$ cat src/rtl/adc_pkg.sv
// Shared constants for the dual-channel ADC averager: data width, command codes,
// channel addresses and FSM state encodings.
package adc_pkg;

  localparam int ADC_BITS = 14;

  localparam logic [3:0] OP_SEL  = 4'b0000;
  localparam logic [3:0] OP_RST  = 4'b0001;
  localparam logic [3:0] OP_CONV = 4'b0010;

  localparam logic [7:0] ADDR_A = 8'd0;
  localparam logic [7:0] ADDR_B = 8'd1;

  // State codes are plain constants so older blocks can share the encoding.
  typedef logic [3:0] state_t;
  localparam state_t S_IDLE    = 4'd0;
  localparam state_t S_TRIG    = 4'd1;
  localparam state_t S_WAIT_LO = 4'd2;
  localparam state_t S_WAIT_HI = 4'd3;
  localparam state_t S_SEL_A   = 4'd4;
  localparam state_t S_CAP_A   = 4'd5;
  localparam state_t S_SEL_B   = 4'd6;
  localparam state_t S_CAP_B   = 4'd7;
  localparam state_t S_DONE    = 4'd8;
  localparam state_t S_ARST    = 4'd9;

endpackage

$ cat src/rtl/adc_sample_averager_if.sv
// Command/response bus between the averager (master) and the dual-channel ADC interface (slave).
interface adc_sample_averager_if;
  import adc_pkg::*;

  logic                cs;
  logic [3:0]          op;
  logic [7:0]          addr;
  logic                rdy;
  logic [ADC_BITS-1:0] data;

  modport master (output cs, op, addr, input rdy, data);
  modport slave  (input cs, op, addr, output rdy, data);

endinterface

$ cat src/rtl/adc_acc_channel.sv
// One channel's burst accumulator; with ADC_MINMAX_EN it also tracks the burst min/max sample.
module adc_acc_channel
  import adc_pkg::*;
#(
  parameter int SUM_W = ADC_BITS + 8
) (
  input  logic                clk,
  input  logic                rst,
  input  logic                clear,
  input  logic                capture,
  input  logic [ADC_BITS-1:0] sample,
  output logic [SUM_W-1:0]    sum
`ifdef ADC_MINMAX_EN
  ,
  output logic [ADC_BITS-1:0] min_val,
  output logic [ADC_BITS-1:0] max_val
`endif
);

  always_ff @(posedge clk) begin
    if (rst) begin
      sum <= '0;
    end else if (clear) begin
      sum <= '0;
    end else if (capture) begin
      sum <= sum + SUM_W'(sample);
    end
  end

`ifdef ADC_MINMAX_EN
  // Min starts at full scale so the first captured sample always replaces it.
  always_ff @(posedge clk) begin
    if (rst) begin
      min_val <= '0;
      max_val <= '0;
    end else if (clear) begin
      min_val <= '1;
      max_val <= '0;
    end else if (capture) begin
      if (sample < min_val) min_val <= sample;
      if (sample > max_val) max_val <= sample;
    end
  end
`endif

endmodule

$ cat src/rtl/adc_sample_averager.sv
// Runs 2^avg_shift ADC conversions, reads channels A and B after each and reports the averages.
// Optional per-burst min/max outputs are enabled by defining ADC_MINMAX_EN.
module adc_sample_averager
  import adc_pkg::*;
#(
  parameter int MAX_SHIFT = 8,
  parameter int TIMEOUT   = 1023
) (
  input  logic                 clk,
  input  logic                 rst,
  input  logic                 start,
  input  logic [3:0]           avg_shift,
  output logic                 busy,
  output logic                 err,
  input  logic                 err_clr,
  output logic                 res_valid,
  input  logic                 res_ready,
  output logic [ADC_BITS-1:0]  res_a,
  output logic [ADC_BITS-1:0]  res_b,
`ifdef ADC_MINMAX_EN
  output logic [ADC_BITS-1:0]  res_min_a,
  output logic [ADC_BITS-1:0]  res_max_a,
  output logic [ADC_BITS-1:0]  res_min_b,
  output logic [ADC_BITS-1:0]  res_max_b,
`endif
  adc_sample_averager_if.master adc
);

  localparam int SUM_W   = ADC_BITS + MAX_SHIFT;
  localparam int CNT_W   = MAX_SHIFT + 1;
  localparam int TIMER_W = $clog2(TIMEOUT + 1);

  state_t             state, next_state;
  logic [3:0]         shift;
  logic [CNT_W-1:0]   count;
  logic [TIMER_W-1:0] timer;
  logic [SUM_W-1:0]   sum_a, sum_b;
  logic               start_ok, timed_out, last_sample;
  logic [CNT_W-1:0]   count_next;

  assign start_ok    = (state == S_IDLE) && start && !res_valid && adc.rdy;
  assign timed_out   = (timer == TIMER_W'(TIMEOUT));
  assign count_next  = count + 1'b1;
  assign last_sample = (count_next == (CNT_W'(1) << shift));
  assign busy        = (state != S_IDLE);

  // WAIT_LO must see rdy fall before WAIT_HI trusts a high rdy, so stale idle rdy is never sampled.
  always_comb begin
    next_state = state;
    case (state)
      S_IDLE:    if (start_ok) next_state = S_TRIG;
      S_TRIG:    next_state = S_WAIT_LO;
      S_WAIT_LO: if (!adc.rdy) next_state = S_WAIT_HI;
                 else if (timed_out) next_state = S_ARST;
      S_WAIT_HI: if (adc.rdy) next_state = S_SEL_A;
                 else if (timed_out) next_state = S_ARST;
      S_SEL_A:   next_state = S_CAP_A;
      S_CAP_A:   next_state = S_SEL_B;
      S_SEL_B:   next_state = S_CAP_B;
      S_CAP_B:   next_state = last_sample ? S_DONE : S_TRIG;
      S_DONE:    next_state = S_IDLE;
      S_ARST:    next_state = S_IDLE;
      default:   next_state = S_IDLE;
    endcase
  end

  always_ff @(posedge clk) begin
    if (rst) begin
      state <= S_IDLE;
      timer <= '0;
      shift <= '0;
      count <= '0;
    end else begin
      state <= next_state;
      timer <= (next_state != state || state == S_IDLE) ? '0 : timer + 1'b1;
      if (start_ok) begin
        shift <= (avg_shift > 4'(MAX_SHIFT)) ? 4'(MAX_SHIFT) : avg_shift;
        count <= '0;
      end else if (state == S_CAP_B) begin
        count <= count_next;
      end
    end
  end

  // Commands are decoded from next_state so cs is high exactly during the command state.
  always_ff @(posedge clk) begin
    if (rst) begin
      adc.cs   <= 1'b0;
      adc.op   <= 4'b0000;
      adc.addr <= ADDR_A;
    end else begin
      adc.cs <= 1'b0;
      adc.op <= 4'b0000;
      case (next_state)
        S_TRIG:  begin adc.cs <= 1'b1; adc.op <= OP_CONV; end
        S_SEL_A: begin adc.cs <= 1'b1; adc.op <= OP_SEL; adc.addr <= ADDR_A; end
        S_SEL_B: begin adc.cs <= 1'b1; adc.op <= OP_SEL; adc.addr <= ADDR_B; end
        S_ARST:  begin adc.cs <= 1'b1; adc.op <= OP_RST; end
        default: ;
      endcase
    end
  end

  always_ff @(posedge clk) begin
    if (rst) begin
      res_valid <= 1'b0;
      res_a     <= '0;
      res_b     <= '0;
      err       <= 1'b0;
    end else begin
      if (state == S_DONE) begin
        res_valid <= 1'b1;
        res_a     <= ADC_BITS'(sum_a >> shift);
        res_b     <= ADC_BITS'(sum_b >> shift);
      end else if (res_valid && res_ready) begin
        res_valid <= 1'b0;
      end
      if (state == S_ARST)  err <= 1'b1;
      else if (err_clr)     err <= 1'b0;
    end
  end

`ifdef ADC_MINMAX_EN
  logic [ADC_BITS-1:0] min_a, max_a, min_b, max_b;

  always_ff @(posedge clk) begin
    if (rst) begin
      res_min_a <= '0;
      res_max_a <= '0;
      res_min_b <= '0;
      res_max_b <= '0;
    end else if (state == S_DONE) begin
      res_min_a <= min_a;
      res_max_a <= max_a;
      res_min_b <= min_b;
      res_max_b <= max_b;
    end
  end
`endif

  adc_acc_channel #(.SUM_W(SUM_W)) u_chan_a (
    .clk     (clk),
    .rst     (rst),
    .clear   (start_ok),
    .capture (state == S_CAP_A),
    .sample  (adc.data),
    .sum     (sum_a)
`ifdef ADC_MINMAX_EN
    ,
    .min_val (min_a),
    .max_val (max_a)
`endif
  );

  adc_acc_channel #(.SUM_W(SUM_W)) u_chan_b (
    .clk     (clk),
    .rst     (rst),
    .clear   (start_ok),
    .capture (state == S_CAP_B),
    .sample  (adc.data),
    .sum     (sum_b)
`ifdef ADC_MINMAX_EN
    ,
    .min_val (min_b),
    .max_val (max_b)
`endif
  );

endmodule

$ cat src/flat_wrapper.sv
// flat-port wrapper written by rule: the top's interface ports become plain ports
module adc_sample_averager_flat import adc_pkg::*;
#(
  parameter int MAX_SHIFT = 8,
  parameter int TIMEOUT   = 1023
)
  (clk, rst, start, avg_shift, busy, err, err_clr, res_valid, res_ready, res_a, res_b, adc_cs, adc_op, adc_addr, adc_rdy, adc_data);
  adc_sample_averager_if adc_i ();
  input  logic clk;
  input  logic rst;
  input  logic start;
  input  logic [3:0] avg_shift;
  output logic busy;
  output logic err;
  input  logic err_clr;
  output logic res_valid;
  input  logic res_ready;
  output logic [ADC_BITS-1:0] res_a;
  output logic [ADC_BITS-1:0] res_b;
  output wire logic [$bits(adc_i.cs)-1:0] adc_cs;
  output wire logic [$bits(adc_i.op)-1:0] adc_op;
  output wire logic [$bits(adc_i.addr)-1:0] adc_addr;
  input wire logic [$bits(adc_i.rdy)-1:0] adc_rdy;
  input wire logic [$bits(adc_i.data)-1:0] adc_data;
  assign adc_cs = adc_i.cs;
  assign adc_op = adc_i.op;
  assign adc_addr = adc_i.addr;
  assign adc_i.rdy = adc_rdy;
  assign adc_i.data = adc_data;
  adc_sample_averager #(.MAX_SHIFT(MAX_SHIFT), .TIMEOUT(TIMEOUT)) u_core (.clk(clk), .rst(rst), .start(start), .avg_shift(avg_shift), .busy(busy), .err(err), .err_clr(err_clr), .res_valid(res_valid), .res_ready(res_ready), .res_a(res_a), .res_b(res_b), .adc(adc_i));
endmodule
$ cat config.mk
export PLATFORM = sky130hd
export DESIGN_NAME = adc_sample_averager_flat
export DESIGN_NICKNAME = d
export VERILOG_FILES = /design/src/rtl/adc_pkg.sv /design/src/rtl/adc_sample_averager_if.sv /design/src/rtl/adc_acc_channel.sv /design/src/rtl/adc_sample_averager.sv /design/src/flat_wrapper.sv
export SDC_FILE = /design/constraint.sdc
export NUM_CORES = 1
export LEC_CHECK = 0
export ABC_AREA = 1
export BUFFER_PORTS_ARGS = -buffer_cell sky130_fd_sc_hd__buf_2
export CAP_MARGIN = 10
export CORE_AREA = 5 5 155 157
export DETAILED_ROUTE_END_ITERATION = 16
export DIE_AREA = 0 0 160 162
export HOLD_SLACK_MARGIN = 0.15
export SYNTH_ARGS = -nofsm -noshare
export SYNTH_HDL_FRONTEND = slang
export SYNTH_SLANG_ARGS = --single-unit
$ cat constraint.sdc
create_clock -name clk -period 3 [get_ports clk]
set_clock_uncertainty 0.05 [all_clocks]
set_input_delay 0.3 -clock clk [delete_from_list [all_inputs] [get_ports clk]]
set_output_delay 0.3 -clock clk [all_outputs]
set_load 0.05 [all_outputs]
# Yosys cells after proc, flatten, opt, wreduce, memory -nomap -nowiden
# Cells that the tools add are included.
# totals
reg_bits	114
inputBits	24
output_inout_bits	44
elab_cells	65
# op_classes
addsub	4
order_cmp	1
n_eq_ne	16
n_shift	3
mux	14
n_reduce_logical	14
# op_table
operator	count
$add A22 B14 Y22	2
$shr A22 B4 Y14	2
$pmux W4 S8	1
$eq A4 B3 Y1 const B	6
$mux W4	6
$pmux W8 S2	1
$eq A4 B4 Y1 const B	3
$add A10 B1 Y10 const B	1
$eq A10 B10 Y1 const B	1
$add A9 B1 Y9 const B	1
$eq A9 B9 Y1	1
$shl A1 B4 Y9 const A	1
$eq A4 B1 Y1 const B	2
$eq A4 B2 Y1 const B	2
$reduce_bool A2 Y1	3
$mux W1	5
$gt A4 B4 Y1 const B	1
$logic_and A1 B1 Y1	4
$logic_not A4 Y1	1
$ne A4 B4 Y1	1
$pmux W2 S2	1
$reduce_bool A4 Y1	1
$reduce_or A2 Y1	2
$reduce_or A4 Y1	1
2 further kinds	2

# Longest topological paths before layout
# Gate-level depths: netlist of run 1.
# logic_depth
depth_word	9
ltp_mapped	15
ltp_nobuf	15

# By module
# From an unflattened synthesis of run 1, not the netlist that was laid out.
# hier_totals
cells_unflattened	1324
hier_area_um2	7977.7
# by_module_without_submodules
mod	instances	cells_each	area_each_um2	seq_area_each_um2
adc_sample_averager	1	714	4331.7	1221.2
adc_acc_channel	2	305	1823.0	440.4

# Least setup slack after synthesis of run 1
# No wires, ideal clock.
# synth_path
path_type	register to register
startpoint	register u_core.u_chan_a.sum[0]
endpoint	register u_core.u_chan_a.sum[18]
setup_ns	0.064
arrival_time_ns	2.123
t_required_ns	2.886
slack_ns	0.763
stages_incl_launch_ff	15
path_buffers	0
period_less_slack_ns	2.237
cell_sequence	dfxtp_1 -> ha_1 -> inv_1 -> fa_1 -> inv_1 -> nand2_1 -> o21ai_0 -> a21oi_1 -> o21ai_0 -> nand2_1 -> nand2_1 -> nand2_1 -> o21ai_0 -> nand2_1 -> nor2_1
# synth_between
elab_chain_cells	1
# synth_rtl
element	line	rtl
from (decl)	adc_acc_channel.sv:12	output logic [SUM_W-1:0] sum
from (signal assigned)	adc_acc_channel.sv:26	sum <= sum + SUM_W'(sample);
$add A22 B14 Y22	adc_acc_channel.sv:26	
# No other way between the ends.
# A chain may end at the register's enable or synchronous reset.

# Worst setup path in the final report of run 1
# Same ends and word-level chain as after synthesis.

==> qor.txt, run 1 <==
TritonCTS Buffers -> 9
Largest area contributor in the netlist -> dfxtp_1
Clk_lat worst skew -> 0.37 ns
# fillers -> 2426
Port Buf Inserts -> 58
Total Neg Setup Slack -> 0 ns
First-pass GRT wire length -> 35680 um
DP HPWL -> 16820 um
Area occupied by multi-input gates -> 4384 um2
Total grt overflow -> 0
Main synth FF type -> dfxtp_1
DRT iter0 DRCs -> 563
Initial Util -> 32.69%
Die width -> 160 um
Final instance count without filler cells -> 1487
Critical Setup Path Class -> reg2reg
Core area -> 22370 um2
Total power -> 2934 uW
TritonCTS clock tree -> done
Avg Cell Area, Syn -> 6.325 um2
Crit-path cells -> ha_1 > inv_1 > fa_1 > inv_1 > nand2_1 > o21ai_0 > a21oi_1 > o21ai_1 > nand2_1 > nand2_1 > nand2_1 > o21ai_0 > nand2_1 > nor2_1
DRT antenna net count -> 0
Row count -> 55
Hold Path Class -> in2reg
Max-capacitance violation count -> 0
Worst-path clk slew -> 0.08 ns
Initial antenna violation count -> 0
F_max -> 389.9 MHz
Static Leak -> 0.003736 uW
Fin nets -> 1253
Family with the most delay on the worst path -> compound AO/OA/AOI/OAI gates
Power density over the cells -> 358.2 nW/um2
Average via count per standard cell -> 5.027
Fin crit period -> 2.565 ns
Req. time, crit path -> 3.26 ns
Mapped Area -> 7312 um2
# setup viols final -> 0
Fin crit share -> 85.49%
All-layer global routing usage -> 16.80%
Clock Tree Buf Depth -> 2
Fraction of layout cells with a size suffix above 1 -> 8.902%
First-pass DRT Iterations -> 5
Post-synth EDFFs -> 0
Vias -> 7475
Status -> finished clean
Pre-CTS setup slack -> 0.2556 ns
RSZ-0062 raised after global routing -> false
WL/cell -> 14.67 um
Largest net degree at the start of global routing -> 57
Htree depth -> 3
Max rail drop VDD -> 0.0002519 V
Reg-to-reg startpoint -> u_core.u_chan_a.sum[0]
Slew margin rel. -> 51.69%
Worst setup path startpoint -> u_core.u_chan_a.sum[0]
Final wirelength -> 21820 um
Pins Over Slew Limit -> 0
CP bufs+invs -> 2
Seq. cell area -> 2103 um2
Sequential-to-total area share from yosys stat -> 28.75%
Synthesized instance count -> 1156
Gp weighted congestion -> 0.8653
Final hold violation count -> 0
Worst setup SP type -> flip-flop
Antenna cells -> 0
Number of distinct library cells after synthesis -> 41
Hold wc startpoint -> avg_shift[0]
CP max-delay cell -> fa_1
CP peak stage delay -> 0.35 ns
Synth top area share -> 28.75%
Commonest non-fill, non-tap cell in the layout -> nand2_1
Die height -> 162 um
Vias in the first global route -> 6818
Worst Path Arrival -> 2.83 ns
Post-route setup slack -> 0.4354 ns
CP most frequent cell -> nand2_1
CTS Sinks -> 105
# DRC -> 0
Critical Path End Type -> flip-flop
Root Buffer -> clkbuf_16
Most frequent cells in the layout -> nand2_1 (275), o21ai_0 (152), inv_1 (151), dfxtp_1 (104), nor2_1 (91)
Slew @ Worst Pin -> 0.7238 ns
Fraction of registers with async set/reset -> 0%
Area delta synth->final -> 12.03%
Syn. warnings -> 0
Ranking of synthesized cells by area -> dfxtp_1 (29%), nand2_1 (14%), o21ai_0 (10%)
IO Pins -> 68
Post-CTS Repair Setup Buffers -> 0
Max FO, Critical Path -> 4
Die area -> 25920 um2
Flops & latches, synth -> 105
Final Util -> 36.63%
Placed cells -> 1467
-- worst paths after layout --
kind                                           endpoint  slack [ns]  depth (start not counted)
worst min register to register          u_core.timer[0]        0.40                          1
worst max register to register  u_core.u_chan_a.sum[18]        0.44                         14
worst max-delay path            u_core.u_chan_a.sum[18]        0.44                         14
worst min-delay path                    u_core.shift[0]        0.19                          3
-- layer usage --
layer  vias up  track usage (%)  part of all wire [%]  wire, um
met4         0            4.067                   1.6       340
met5         -                0                     0         0
met2       200            26.22                    43      9463
li1       3869                -                     -         -
met1      3383            23.43                    49     10710
met3        23            4.085                   6.0      1304
-- stage by stage --
| step | hold slack, ns | instance area, um2 |
|---|---|---|
| after floorplan | 0.3675 | 7342 |
| after global routing | 0.1785 | 8192 |
| final | 0.1868 | 8192 |
| after detailed placement | 0.3940 | 7865 |
| after global placement | 0.3817 | 7865 |
| after CTS | 0.1622 | 8192 |
-- cell families (layout without fill, tap and decap cells) --
kind of cell    count (synthesis)  in the layout  share of synthesized area (%)
compound gates                298            298                          22.18
xor+xnor                       26             26                          3.114
fa+ha+maj                      32             32                          5.681
buf+inv                       212            250                          11.81
flops                         105            105                          28.75
mux                            15             15                          2.053
other cells                     1              9                        0.05129
simple gates                  467            467                          26.37
-- flip-flops by register name, summed over array words and instances, names as in the netlist --
| signal | cells |
|---|---|
| u_core.u_chan_b.sum | 22 |
| u_core.res_a | 14 |
| u_core.timer | 10 |
| u_core.state | 4 |
| u_core.count | 9 |
| u_core.res_b | 14 |
| u_core.res_valid | 1 |
| u_core.err | 1 |
| u_core.adc.addr | 1 |
| u_core.shift | 4 |
| u_core.adc.cs | 1 |
| u_core.adc.op | 2 |
| u_core.u_chan_a.sum | 22 |
-- Yosys cell counts (4+ instances only) --
library cell	count
o22ai_1	7
xor2_1	18
a21o_1	6
a31oi_1	14
nor3_1	12
nand2_1	275
ha_1	30
o21bai_1	5
clkbuf_1	35
o21ai_0	153
a41oi_1	7
or2_2	4
nor2_1	92
nand3_1	63
a22oi_1	4
xnor2_1	8
mux2i_1	15
buf_2	6
nand4_1	9
buf_4	10
dfxtp_1	105
a21oi_1	87
o211ai_1	7
inv_1	151
-- worst register-to-register path: cells and delay by family, from the launching register on --
family          cells  cell delay, ns
compound gates      4            0.94
fa+ha+maj           2            0.56
buf+inv             2            0.14
flops               1            0.33
simple gates        6            0.50
-- cell type report --
type	count	area share, %
clock inverters	7	0.7484
well taps	285	4.353
clock buffers	9	2.749
inverters	156	7.148
flip-flops and latches	105	25.68
repair buffers	78	5.804
multi-input cells	847	53.52
-- report_power, final --
group | switching [uW] | internal [uW]
registers | 12.9 | 1400
logic | 238 | 93.9
clock network | 610 | 580
-- timing repair --
action / in CTS / in global routing
gates resized for setup: 0 / 1
setup endpoints to repair: 0 / 1
endpoints found under the hold margin: 4 / 0
hold buffers: 4 / 0
Power figures use the tool's default switching activity.
==> run 2: changes to the inputs <==
CORE_AREA = 5 5 140 175   (was 5 5 155 157)
DIE_AREA = 0 0 145 180   (was 0 0 160 162)
PLACE_DENSITY = 0.5   (was default)
==> run 2 against run 1 <==
Setup slack better by 0.037 ns. Critical path depth is 1 higher. Combinational power is 2% higher. Sequential power hardly changed. Power is 3.3% higher. Cell count is 0.40% higher. Cell area is 0.26% higher. First-iteration DRC count is 32% lower. Largest cell class unchanged.
==> qor.txt, run 2 (synthesis gave the netlist of run 1 again) <==
Die height -> 180 um (was 162 um)
Average via count per standard cell -> 4.928 (was 5.027)
GR Util met1 -> 23.70% (was 23.43%)
Fraction of layout cells with a size suffix above 1 -> 9.212% (was 8.902%)
First-pass GRT wire length -> 36800 um (was 35680 um)
GRT busiest layer -> met2 (unchanged)
Pre-CTS setup slack -> 0.3795 ns (was 0.2556 ns)
Hold Path Class -> in2reg (unchanged)
Total Neg Setup Slack -> 0 ns (unchanged)
Final wirelength -> 22420 um (was 21820 um)
DP HPWL -> 17180 um (was 16820 um)
Fin crit share -> 84.26% (was 85.49%)
DRT iter0 DRCs -> 385 (was 563)
Design area -> 8213 um2 (was 8192 um2)
Hold wc startpoint -> avg_shift[0] (unchanged)
Static Leak -> 0.003765 uW (was 0.003736 uW)
Critical Setup Path Class -> reg2reg (unchanged)
Die width -> 145 um (was 160 um)
Reg-to-reg startpoint -> u_core.u_chan_a.sum[0] (unchanged)
# fillers -> 2544 (was 2426)
Die area -> 26100 um2 (was 25920 um2)
Antenna cells -> 0 (unchanged)
R2r setup slk -> 0.47 ns (was 0.44 ns)
Worst setup SP type -> flip-flop (unchanged)
Power density over the cells -> 369.0 nW/um2 (was 358.2 nW/um2)
Critical Path End Type -> flip-flop (unchanged)
Flop pwr share -> 46.5% (was 48.1%)
Max rail drop VDD -> 0.0002283 V (was 0.0002519 V)
Gp weighted congestion -> 0.8618 (was 0.8653)
Vias -> 7357 (was 7475)
# setup viols final -> 0 (unchanged)
Global-route track usage on met3 -> 2.519% (was 4.085%)
Slew @ Worst Pin -> 0.6332 ns (was 0.7238 ns)
Slew margin rel. -> 57.78% (was 51.69%)
P_int -> 2161 uW (was 2074 uW)
Top Registers -> u_core.u_chan_a.sum (22), u_core.u_chan_b.sum (22) (unchanged)
Commonest non-fill, non-tap cell in the layout -> nand2_1 (unchanged)
Total power -> 3031 uW (was 2934 uW)
Fin nets -> 1256 (was 1253)
Worst-path clk slew -> 0.08 ns (about the same)
Vias in the first global route -> 6917 (was 6818)
F_max -> 395.6 MHz (was 389.9 MHz)
Post-CTS Repair Setup Buffers -> 0 (unchanged)
Fin crit period -> 2.528 ns (was 2.565 ns)
Post-route setup slack -> 0.4722 ns (was 0.4354 ns)
Area delta synth->final -> 12.32% (was 12.03%)
WL/cell -> 15.01 um (was 14.67 um)
Grt met2 use -> 27.88% (was 26.22%)
Hold path cells -> 3 (unchanged)
Core area -> 22730 um2 (was 22370 um2)
All-layer global routing usage -> 17.03% (was 16.80%)
RSZ-0062 raised after global routing -> false (unchanged)
Port Buf Inserts -> 58 (unchanged)
Worst Path Arrival -> 2.79 ns (was 2.83 ns)
Switching portion of total power -> 28.69% (was 29.33%)
Initial Util -> 32.17% (was 32.69%)
# DRC -> 0 (unchanged)
DRT antenna net count -> 0 (unchanged)
Combinational Power Share -> 11.1% (was 11.3%)
Critical R2R Capture -> u_core.u_chan_a.sum[18] (unchanged)
Status -> finished clean (unchanged)
Initial antenna violation count -> 0 (unchanged)
TritonCTS clock tree -> done (unchanged)
TritonCTS Buffers -> 9 (unchanged)
Largest net degree at the start of global routing -> 73 (was 57)
Share of total power in the clock network -> 42.4% (was 40.6%)
Most frequent cells in the layout -> nand2_1 (275), o21ai_0 (153), inv_1 (151), dfxtp_1 (104), nor2_1 (91) (was nand2_1 (275), o21ai_0 (152), inv_1 (151), dfxtp_1 (104), nor2_1 (91))
Worst R2R Path Depth -> 15 (was 14)
Clk_lat worst skew -> 0.36 ns (was 0.37 ns)
Max FO, Critical Path -> 4 (unchanged)
Total grt overflow -> 0 (unchanged)
Req. time, crit path -> 3.26 ns (about the same)
Root Buffer -> clkbuf_16 (unchanged)
Worst hold endpoint -> u_core.shift[0] (unchanged)
CTS Sinks -> 105 (unchanged)
Max-capacitance violation count -> 0 (unchanged)
Clock Tree Buf Depth -> 2 (unchanged)
Net Sw Power -> 869.5 uW (was 860.7 uW)
Row count -> 62 (was 55)
DP Area -> 7874 um2 (was 7865 um2)
Pins Over Slew Limit -> 0 (unchanged)
Htree depth -> 3 (unchanged)
First-pass DRT Iterations -> 6 (was 5)
Final hold violation count -> 0 (unchanged)
IO Pins -> 68 (unchanged)
[run 2: cell count changes in the layout (fill, tap and decap cells not counted), sizes merged]
cell,before,now
bufinv,0,1
inv,158,159
buf,74,78
clkinvlp,2,0
dlygate4sd3,4,3
[run 2: critical path: stages (launching register included)]
cell     delay (ns)
dfxtp_1        0.33
ha_1           0.20
inv_1          0.07
fa_1           0.35
inv_1          0.07
nand2_1        0.06
o21ai_0        0.16
buf_4          0.16
a21oi_1        0.08
o21ai_0        0.29
nand2_1        0.10
nand2_1        0.12
nand2_1        0.10
o21ai_0        0.17
nand2_1        0.07
nor2_1         0.08
[run 2: timing repair]
item                      in CTS  in global routing
hold endpoints to repair       3                  0
hold buffers                   3                  0
resized for setup              0                  0
[run 2: cell type report]
| cell class | instances | area (um2) | share of cell area (%) |
|---|---|---|---|
| well taps | 288 | 360.3 | 4.388 |
| repair buffers | 81 | 470.5 | 5.728 |
| clock buffers | 9 | 225.2 | 2.742 |
| multi-input cells | 847 | 4384 | 53.38 |
| inverters | 156 | 585.6 | 7.130 |
| clock inverters | 7 | 83.83 | 1.021 |
| flip-flops and latches | 105 | 2103 | 25.61 |
[run 2: per-layer routing]
| metal | part of all wire [%] | wire (um) | vias up |
|---|---|---|---|
| li1 | - | - | 3882 |
| met1 | 50 | 11280 | 3323 |
| met2 | 45 | 10180 | 143 |
| met3 | 3.5 | 785 | 9 |
| met4 | 0.77 | 173 | 0 |
| met5 | 0 | 0 | - |
[run 2: worst max path at each step]
stage / start / slack, ns / end
3_3_place_gp: adc_data[0] / 0.41 / u_core.u_chan_a.sum[18]
6_report: u_core.u_chan_a.sum[0] / 0.47 / u_core.u_chan_a.sum[18]
5_1_grt: u_core.u_chan_a.sum[0] / 0.09 / u_core.u_chan_a.sum[18]
3_5_place_dp: adc_data[0] / 0.38 / u_core.u_chan_a.sum[18]
4_1_cts: u_core.u_chan_a.sum[0] / 0.43 / u_core.u_chan_a.sum[18]
2_1_floorplan: u_core.u_chan_a.sum[0] / 0.76 / u_core.u_chan_a.sum[18]
[run 2: power groups by stage]
stage,sequential [uW],combinational (uW),clock (uW)
6_report,1410,336,1290
5_1_grt,1410,372,1370
4_1_cts,1410,338,1330
3_5_place_dp,1440,334,0
3_3_place_gp,1440,335,0
2_1_floorplan,1440,239,0
[run 2: stage by stage]
stage               utilization, %  hold WS (ns)  instances
finish                       36.13        0.1834       1493
global route                 36.13        0.2018       1493
CTS                          36.13        0.1646       1493
detailed placement           34.64        0.3876       1474
global placement             34.64        0.3827       1474
floorplan                        -        0.3675       1164
